File: src/rtl/oam_dma.sv
// rtl/oam_dma.sv - sprite DMA: halts the CPU and copies one 256-byte page to the OAM data port.
module oam_dma #(
  parameter logic [15:0] TRIGGER_ADDR  = 16'h4014,
  parameter logic [15:0] OAM_DATA_ADDR = 16'h2004
) (
  input  logic        clk4,
  input  logic        n_reset,
  input  logic        cyc,
  input  logic [15:0] cpu_addr,
  input  logic        cpu_rw,
  input  logic [7:0]  cpu_dout,
  input  logic [7:0]  din,
  output logic        rdy,
  output logic        dma_active,
  output logic [15:0] addr,
  output logic [7:0]  dout,
  output logic        rw,
  output logic        done
);

  typedef enum logic [2:0] {IDLE, HALT, ALIGN, READ, WRITE} state_t;

  state_t      state, state_nxt;
  logic        put;
  logic [7:0]  page, page_nxt;
  logic [7:0]  cnt, cnt_nxt;
  logic [7:0]  buffer, buffer_nxt;
  logic        rdy_nxt, active_nxt, rw_nxt, done_nxt;
  logic [15:0] addr_nxt;

  // The read buffer doubles as the write data driven during WRITE.
  assign dout = buffer;

  always_ff @(posedge clk4 or negedge n_reset) begin
    if (!n_reset) begin
      state      <= IDLE;
      put        <= 1'b0;
      page       <= 8'h00;
      cnt        <= 8'h00;
      buffer     <= 8'h00;
      rdy        <= 1'b1;
      dma_active <= 1'b0;
      addr       <= 16'h0000;
      rw         <= 1'b1;
      done       <= 1'b0;
    end else begin
      done <= 1'b0;
      if (cyc) begin
        state      <= state_nxt;
        put        <= ~put;
        page       <= page_nxt;
        cnt        <= cnt_nxt;
        buffer     <= buffer_nxt;
        rdy        <= rdy_nxt;
        dma_active <= active_nxt;
        addr       <= addr_nxt;
        rw         <= rw_nxt;
        done       <= done_nxt;
      end
    end
  end

  always_comb begin
    state_nxt  = state;
    page_nxt   = page;
    cnt_nxt    = cnt;
    buffer_nxt = buffer;
    rdy_nxt    = rdy;
    active_nxt = dma_active;
    addr_nxt   = addr;
    rw_nxt     = rw;
    done_nxt   = 1'b0;
    case (state)
      IDLE: begin
        if (!cpu_rw && cpu_addr == TRIGGER_ADDR) begin
          page_nxt  = cpu_dout;
          cnt_nxt   = 8'h00;
          rdy_nxt   = 1'b0;
          state_nxt = HALT;
        end
      end
      HALT: begin
        // CPU writes run to completion; the halt takes hold on its first read.
        if (cpu_rw) begin
          if (put) begin
            state_nxt  = READ;
            active_nxt = 1'b1;
            addr_nxt   = {page, cnt};
            rw_nxt     = 1'b1;
          end else begin
            state_nxt = ALIGN;
          end
        end
      end
      ALIGN: begin
        state_nxt  = READ;
        active_nxt = 1'b1;
        addr_nxt   = {page, cnt};
        rw_nxt     = 1'b1;
      end
      READ: begin
        buffer_nxt = din;
        state_nxt  = WRITE;
        addr_nxt   = OAM_DATA_ADDR;
        rw_nxt     = 1'b0;
      end
      WRITE: begin
        cnt_nxt = cnt + 8'd1;
        if (cnt == 8'hFF) begin
          state_nxt  = IDLE;
          rdy_nxt    = 1'b1;
          active_nxt = 1'b0;
          rw_nxt     = 1'b1;
          done_nxt   = 1'b1;
        end else begin
          // Low byte wraps inside the page; the page never increments.
          state_nxt = READ;
          addr_nxt  = {page, cnt_nxt};
          rw_nxt    = 1'b1;
        end
      end
      default: state_nxt = IDLE;
    endcase
  end

endmodule

File: config.mk
export PLATFORM = sky130hd
export DESIGN_NAME = oam_dma
export DESIGN_NICKNAME = d
export VERILOG_FILES = /design/src/rtl/oam_dma.sv
export SDC_FILE = /design/constraint.sdc
export NUM_CORES = 1
export LEC_CHECK = 0
export BUFFER_PORTS_ARGS = -buffer_cell sky130_fd_sc_hd__buf_2
export CORE_MARGIN = 2
export CORE_UTILIZATION = 50
export DETAILED_ROUTE_END_ITERATION = 8
export PLACE_DENSITY = 0.77
export SYNTH_ARGS = -nofsm -noshare
export SYNTH_HDL_FRONTEND = slang
export SYNTH_SLANG_ARGS = --single-unit
File: constraint.sdc
create_clock -name clk4 -period 4 [get_ports clk4]
set_input_delay 0 -clock clk4 [delete_from_list [all_inputs] [get_ports clk4]]
set_output_delay 0 -clock clk4 [all_outputs]
set_load 0.05 [all_outputs]
# After elaboration in Yosys (flattened, before gate mapping)

Cells that the tools add are included.

Output and inout bits: 28
Bits in registers: 48
Logic and storage cells: 61

Reductions and logical operators: 16
Add/sub/neg operators: 1
Muxes and demuxes: 22
Eq/ne operators: 11
Bitwise logic cells: 1

Operators with widths:

| kind                                            | count |
|---|---|
| case mux 16 bit (4 select lines)                | 1 |
| two-way mux 16 bit                              | 3 |
| == test 16 x 15 -> 1 bit, second input constant | 1 |
| case mux 8 bit (2 select lines)                 | 1 |
| case mux 3 bit (5 select lines)                 | 1 |
| != test 2 bit, second input constant            | 5 |
| AND reduction 5 bit                             | 2 |
| two-way mux 1 bit                               | 9 |
| AND reduction 3 bit                             | 3 |
| adder 8 x 1 -> 8 bit, second input constant     | 1 |
| == test 8 bit, second input constant            | 1 |
| two-way mux 8 bit                               | 1 |
| AND reduction 4 bit                             | 2 |
| == test 3 x 2 -> 1 bit, second input constant   | 2 |
| two-way mux 3 bit                               | 2 |
| case mux 1 bit (3 select lines)                 | 2 |
| nonzero test 3 bit                              | 2 |
| nonzero test 4 bit                              | 1 |
| == test 3 x 1 -> 1 bit, second input constant   | 1 |
| == test 3 bit, second input constant            | 1 |
| zero test 3 bit                                 | 1 |
| two-way mux 2 bit                               | 1 |
| case mux 1 bit (2 select lines)                 | 1 |
| AND reduction 2 bit                             | 1 |
| 5 further kinds                                 | 5 |

# Depth between registers and ports, before layout

Depth after elaboration: 4
Mapped depth: 8

# Worst setup path after synthesis

Ideal clock, no wire load.

Path kind: register to register
Start: register state[0]
End: register page[0]
Setup time: 0.125 ns
Path buffers: 2
Cell stages (with the launch flop): 6
Path slack: 2.139 ns
Arrival: 1.737 ns
Cell sequence: dfrtp_1 buf_6 or2_1 buf_6 nor4_4 mux2_2

Longest elaborated chain between the ends: 2

RTL lines:

| item                                 | RTL line | RTL |
|---|---|---|
| start, declared                      | 23       | `state_t state, state_nxt;` |
| start signal, assigned               | 49       | `state <= state_nxt;` |
| zero test 3 bit                      | 73       | `case (state)` |
| AND reduction 3 bit (no source line) | -        |  |
| end signal, assigned                 | 51       | `page <= page_nxt;` |
| end, declared                        | 25       | `logic [7:0] page, page_nxt;` |

Every way passes these cells.
A chain may end at the register's enable or synchronous reset.

# Worst setup path in the final report

Start: register state[2]
End: register addr[13]

Longest elaborated chain between the ends: 3
Elaborated cells between the ends (all ways): 10
Those cells by class: 7 x eq/ne; 1 x mux; 2 x reduce/logical

RTL lines:

| item                                                                 | RTL line | RTL |
|---|---|---|
| == test 3 bit (tied with other cells)                                | 73       |  |
| nonzero test 4 bit (no source line) or != test 2 bit (tied branches) | -        |  |
| AND reduction 5 bit (no source line)                                 | -        |  |
| end signal, assigned                                                 | 56       | `addr <= addr_nxt;` |
| end, declared                                                        | 15       | `output logic [15:0] addr,` |

Several ways; a longest one is shown, not always the timed one.

==> impl_metrics.env <==
export IMPL_status="finished, final reports clean"
export IMPL_vias_per_cell=5.48
export IMPL_slowest_stage="o311ai_4"
export IMPL_worst_slew_pin_slew_ps=1010
export IMPL_htreeDepth=2
export IMPL_yosys_most_used_dff="dfrtp_1"
export IMPL_synth_area_leaders="dfrtp_1 (50%), mux2_2 (7.9%), o21ai_0 (5.7%)"
export IMPL_slew_viol_final=0
export IMPL_worst_ep_required_time_ps=4130
export IMPL_hold_viol=0
export IMPL_ys_ff_latch=48
export IMPL_post_place_ws_ps=1560
export IMPL_r2r_start="state[2]"
export IMPL_wl_um=4810
export IMPL_hold_path_class="input pin to flop"
export IMPL_drc=0
export IMPL_crit_path_start_kind="flop"
export IMPL_grt_pass1_vias=1919
export IMPL_fin_nets=332
export IMPL_fillers=357
export IMPL_cts_inserted_buffers=5
export IMPL_core_area_um2=4380
export IMPL_fin_crit_sh=0.613
export IMPL_via_count=1908
export IMPL_grt_use_total=0.208
export IMPL_worst_slack_ps=1550
export IMPL_syn_num_nets=258
export IMPL_ir_worst_vdd_mv=0.544
export IMPL_cts_buffer_depth=2
export IMPL_portBuffers=63
export IMPL_grt_pass1_wl_um=8490
export IMPL_grt_setup_unrepaired="false"
export IMPL_p_total_mw=1.62
export IMPL_synth_edf_count=0
export IMPL_cellPowerDensity_nw_per_um2=560
export IMPL_pin_count=64
export IMPL_max_slew_margin_rel=0.325
export IMPL_arrival_ps=2580
export IMPL_antennaDiodeCount=0
export IMPL_instances_no_fill=348
export IMPL_gp_congestion=0.880
export IMPL_synth_cell_type_count=49
export IMPL_start_util=0.523
export IMPL_postCtsSetupBuffers=0
export IMPL_placementRows=24
export IMPL_p_leak_nw=1.35
export IMPL_dieArea_um2=5150
export IMPL_clock_fmax_mhz=408
export IMPL_die_y_um=71.7
export IMPL_drt_first_pass_iters=4
export IMPL_cts_tree="done"
export IMPL_post_route_min_period_ps=2450
export IMPL_cp_slowest_stage_delay_ps=880
export IMPL_min_delay_start="cpu_rw"
export IMPL_worstSetupStartpoint="state[2]"
export IMPL_cp_max_fo=32
export IMPL_crit_chain="or3b_1 -> o311ai_4 -> o21ai_0"
export IMPL_yosysWarnings=0
export IMPL_final_core_util=0.658
export IMPL_yosysTopAreaCellShare=0.502
export IMPL_clk_pin_slew_worst_paths_ps=90
export IMPL_antenna_found_initial=0
export IMPL_critical_path_class="flop to flop"
export IMPL_overflow=0
export IMPL_grt_max_degree=49
export IMPL_setup_worst_path_end_class="flop"
export IMPL_cap_violations=0
export IMPL_netlist_instances=221
export IMPL_synth_top_area_cell="dfrtp_1"
export IMPL_regArea_um2=1200
export IMPL_cts_root_buffer="clkbuf_8"
export IMPL_placed_cells=323
export IMPL_synth_most_common_cell="dfrtp_1"
export IMPL_die_x_um=71.7
export IMPL_drt_iter0_drc=111
export IMPL_synth_sequential_area_ratio=0.525
export IMPL_tns_ps=0
export IMPL_ant_nets=0
export IMPL_dp_hpwl_um=3380
export IMPL_syn_to_final_growth_pct=25.8
export IMPL_multiInputGateArea_um2=1010
export IMPL_async_flop_share=1.00
export IMPL_finClkSkew_ps=2.31
export IMPL_synthTopCellsByCount="dfrtp_1 (46), nand2_1 (32), o21ai_0 (26), mux2_2 (16), a21oi_1 (14)"
export IMPL_drive_above_1_share=0.321
export IMPL_synth_avg_cell_area_um2=10.4
export IMPL_syn_cell_area_um2=2290
export IMPL_clock_sinks=48
export IMPL_worstSkewPairLatency_ps=290
export IMPL_setup_violations=0
export IMPL_wl_per_cell_um=13.8
report_power, final:
group	switching, mW	internal (mW)	leakage, nW
Clock	0.159	0.185	0.0541
Sequential	0.0844	0.572	0.635
Combinational	0.433	0.184	0.661
Total	0.677	0.941	1.35
critical path: cells and delay by family (launching register included):
family	cells	cell delay, ps
AND/OR/NAND/NOR	1	570
flip-flops	1	610
AO/OA/AOI/OAI	2	1110
final cells by class:
| type | count | share of cell area |
|---|---|---|
| clock buffer | 5 | 0.0238 |
| timing repair buffer | 80 | 0.168 |
| inverter | 4 | 0.00520 |
| tap | 52 | 0.0225 |
| clock inverter | 3 | 0.0147 |
| multi-input combinational | 156 | 0.349 |
| sequential | 48 | 0.417 |
cells by family after synthesis:
group           after synthesis  share of synthesized area
compound gates               62                      0.171
xor+xnor                      2                    0.00763
fa+ha+maj                     1                    0.00545
buf+inv                      17                     0.0371
flops                        48                      0.525
mux                          17                     0.0829
simple gates                 74                      0.172
routing by layer:
layer,global-route usage,part of all wire,up-vias,wire length (um)
li1,-,-,939,-
met1,0.264,0.44,919,2140
met2,0.353,0.51,44,2430
met3,0.0563,0.042,6,201
met4,0.0587,0.0079,0,38
met5,0,0,-,0
registers in the layout, indices dropped and copies added, names as in the netlist, 3 cells and up:
signal,cells
addr,16
state,3
page,8
dout,8
cnt,8
final timing paths:
kind	end	cells past startpoint	slack [ps]
max	addr[13]	3	1550
min	state[1]	3	50
max reg2reg	addr[13]	3	1550
min reg2reg	addr[0]	2	480
max in group asynchronous	cnt[6]	2	2970
min in group asynchronous	addr[14]	2	410
timing repair:
action / CTS / global route
hold buffers: 17 / 0
hold endpoints to repair: 62 / 0
gates resized for setup: 0 / 0
per-stage QoR:
step	instance area [um^2]	hold slack (ps)
after CTS	2890	47.8
after global placement	2610	231
after floorplan	2290	-296
after detailed placement	2610	228
after global routing	2890	68.6
final	2890	53.4
placed cells by master, fill, tap and decap left out, types with 2 or more instances in the layout:
| master | instances |
|---|---|
| dfrtp_1 | 46 |
| and3_1 | 2 |
| nand2_1 | 32 |
| o31a_1 | 2 |
| dfstp_2 | 2 |
| nand3_1 | 5 |
| mux2_2 | 16 |
| nor3_1 | 6 |
| a21o_1 | 4 |
| dlygate4sd3_1 | 17 |
| nor2_1 | 8 |
| a22o_1 | 2 |
| o2bb2ai_1 | 2 |
| o21ai_0 | 26 |
| inv_1 | 4 |
| o31ai_1 | 2 |
| clkbuf_8 | 5 |
| nor4b_1 | 2 |
| a21oi_1 | 14 |
| buf_2 | 63 |
| nand4_1 | 5 |
| nand2b_1 | 2 |
Note: power is estimated with default switching activity, not from simulation.
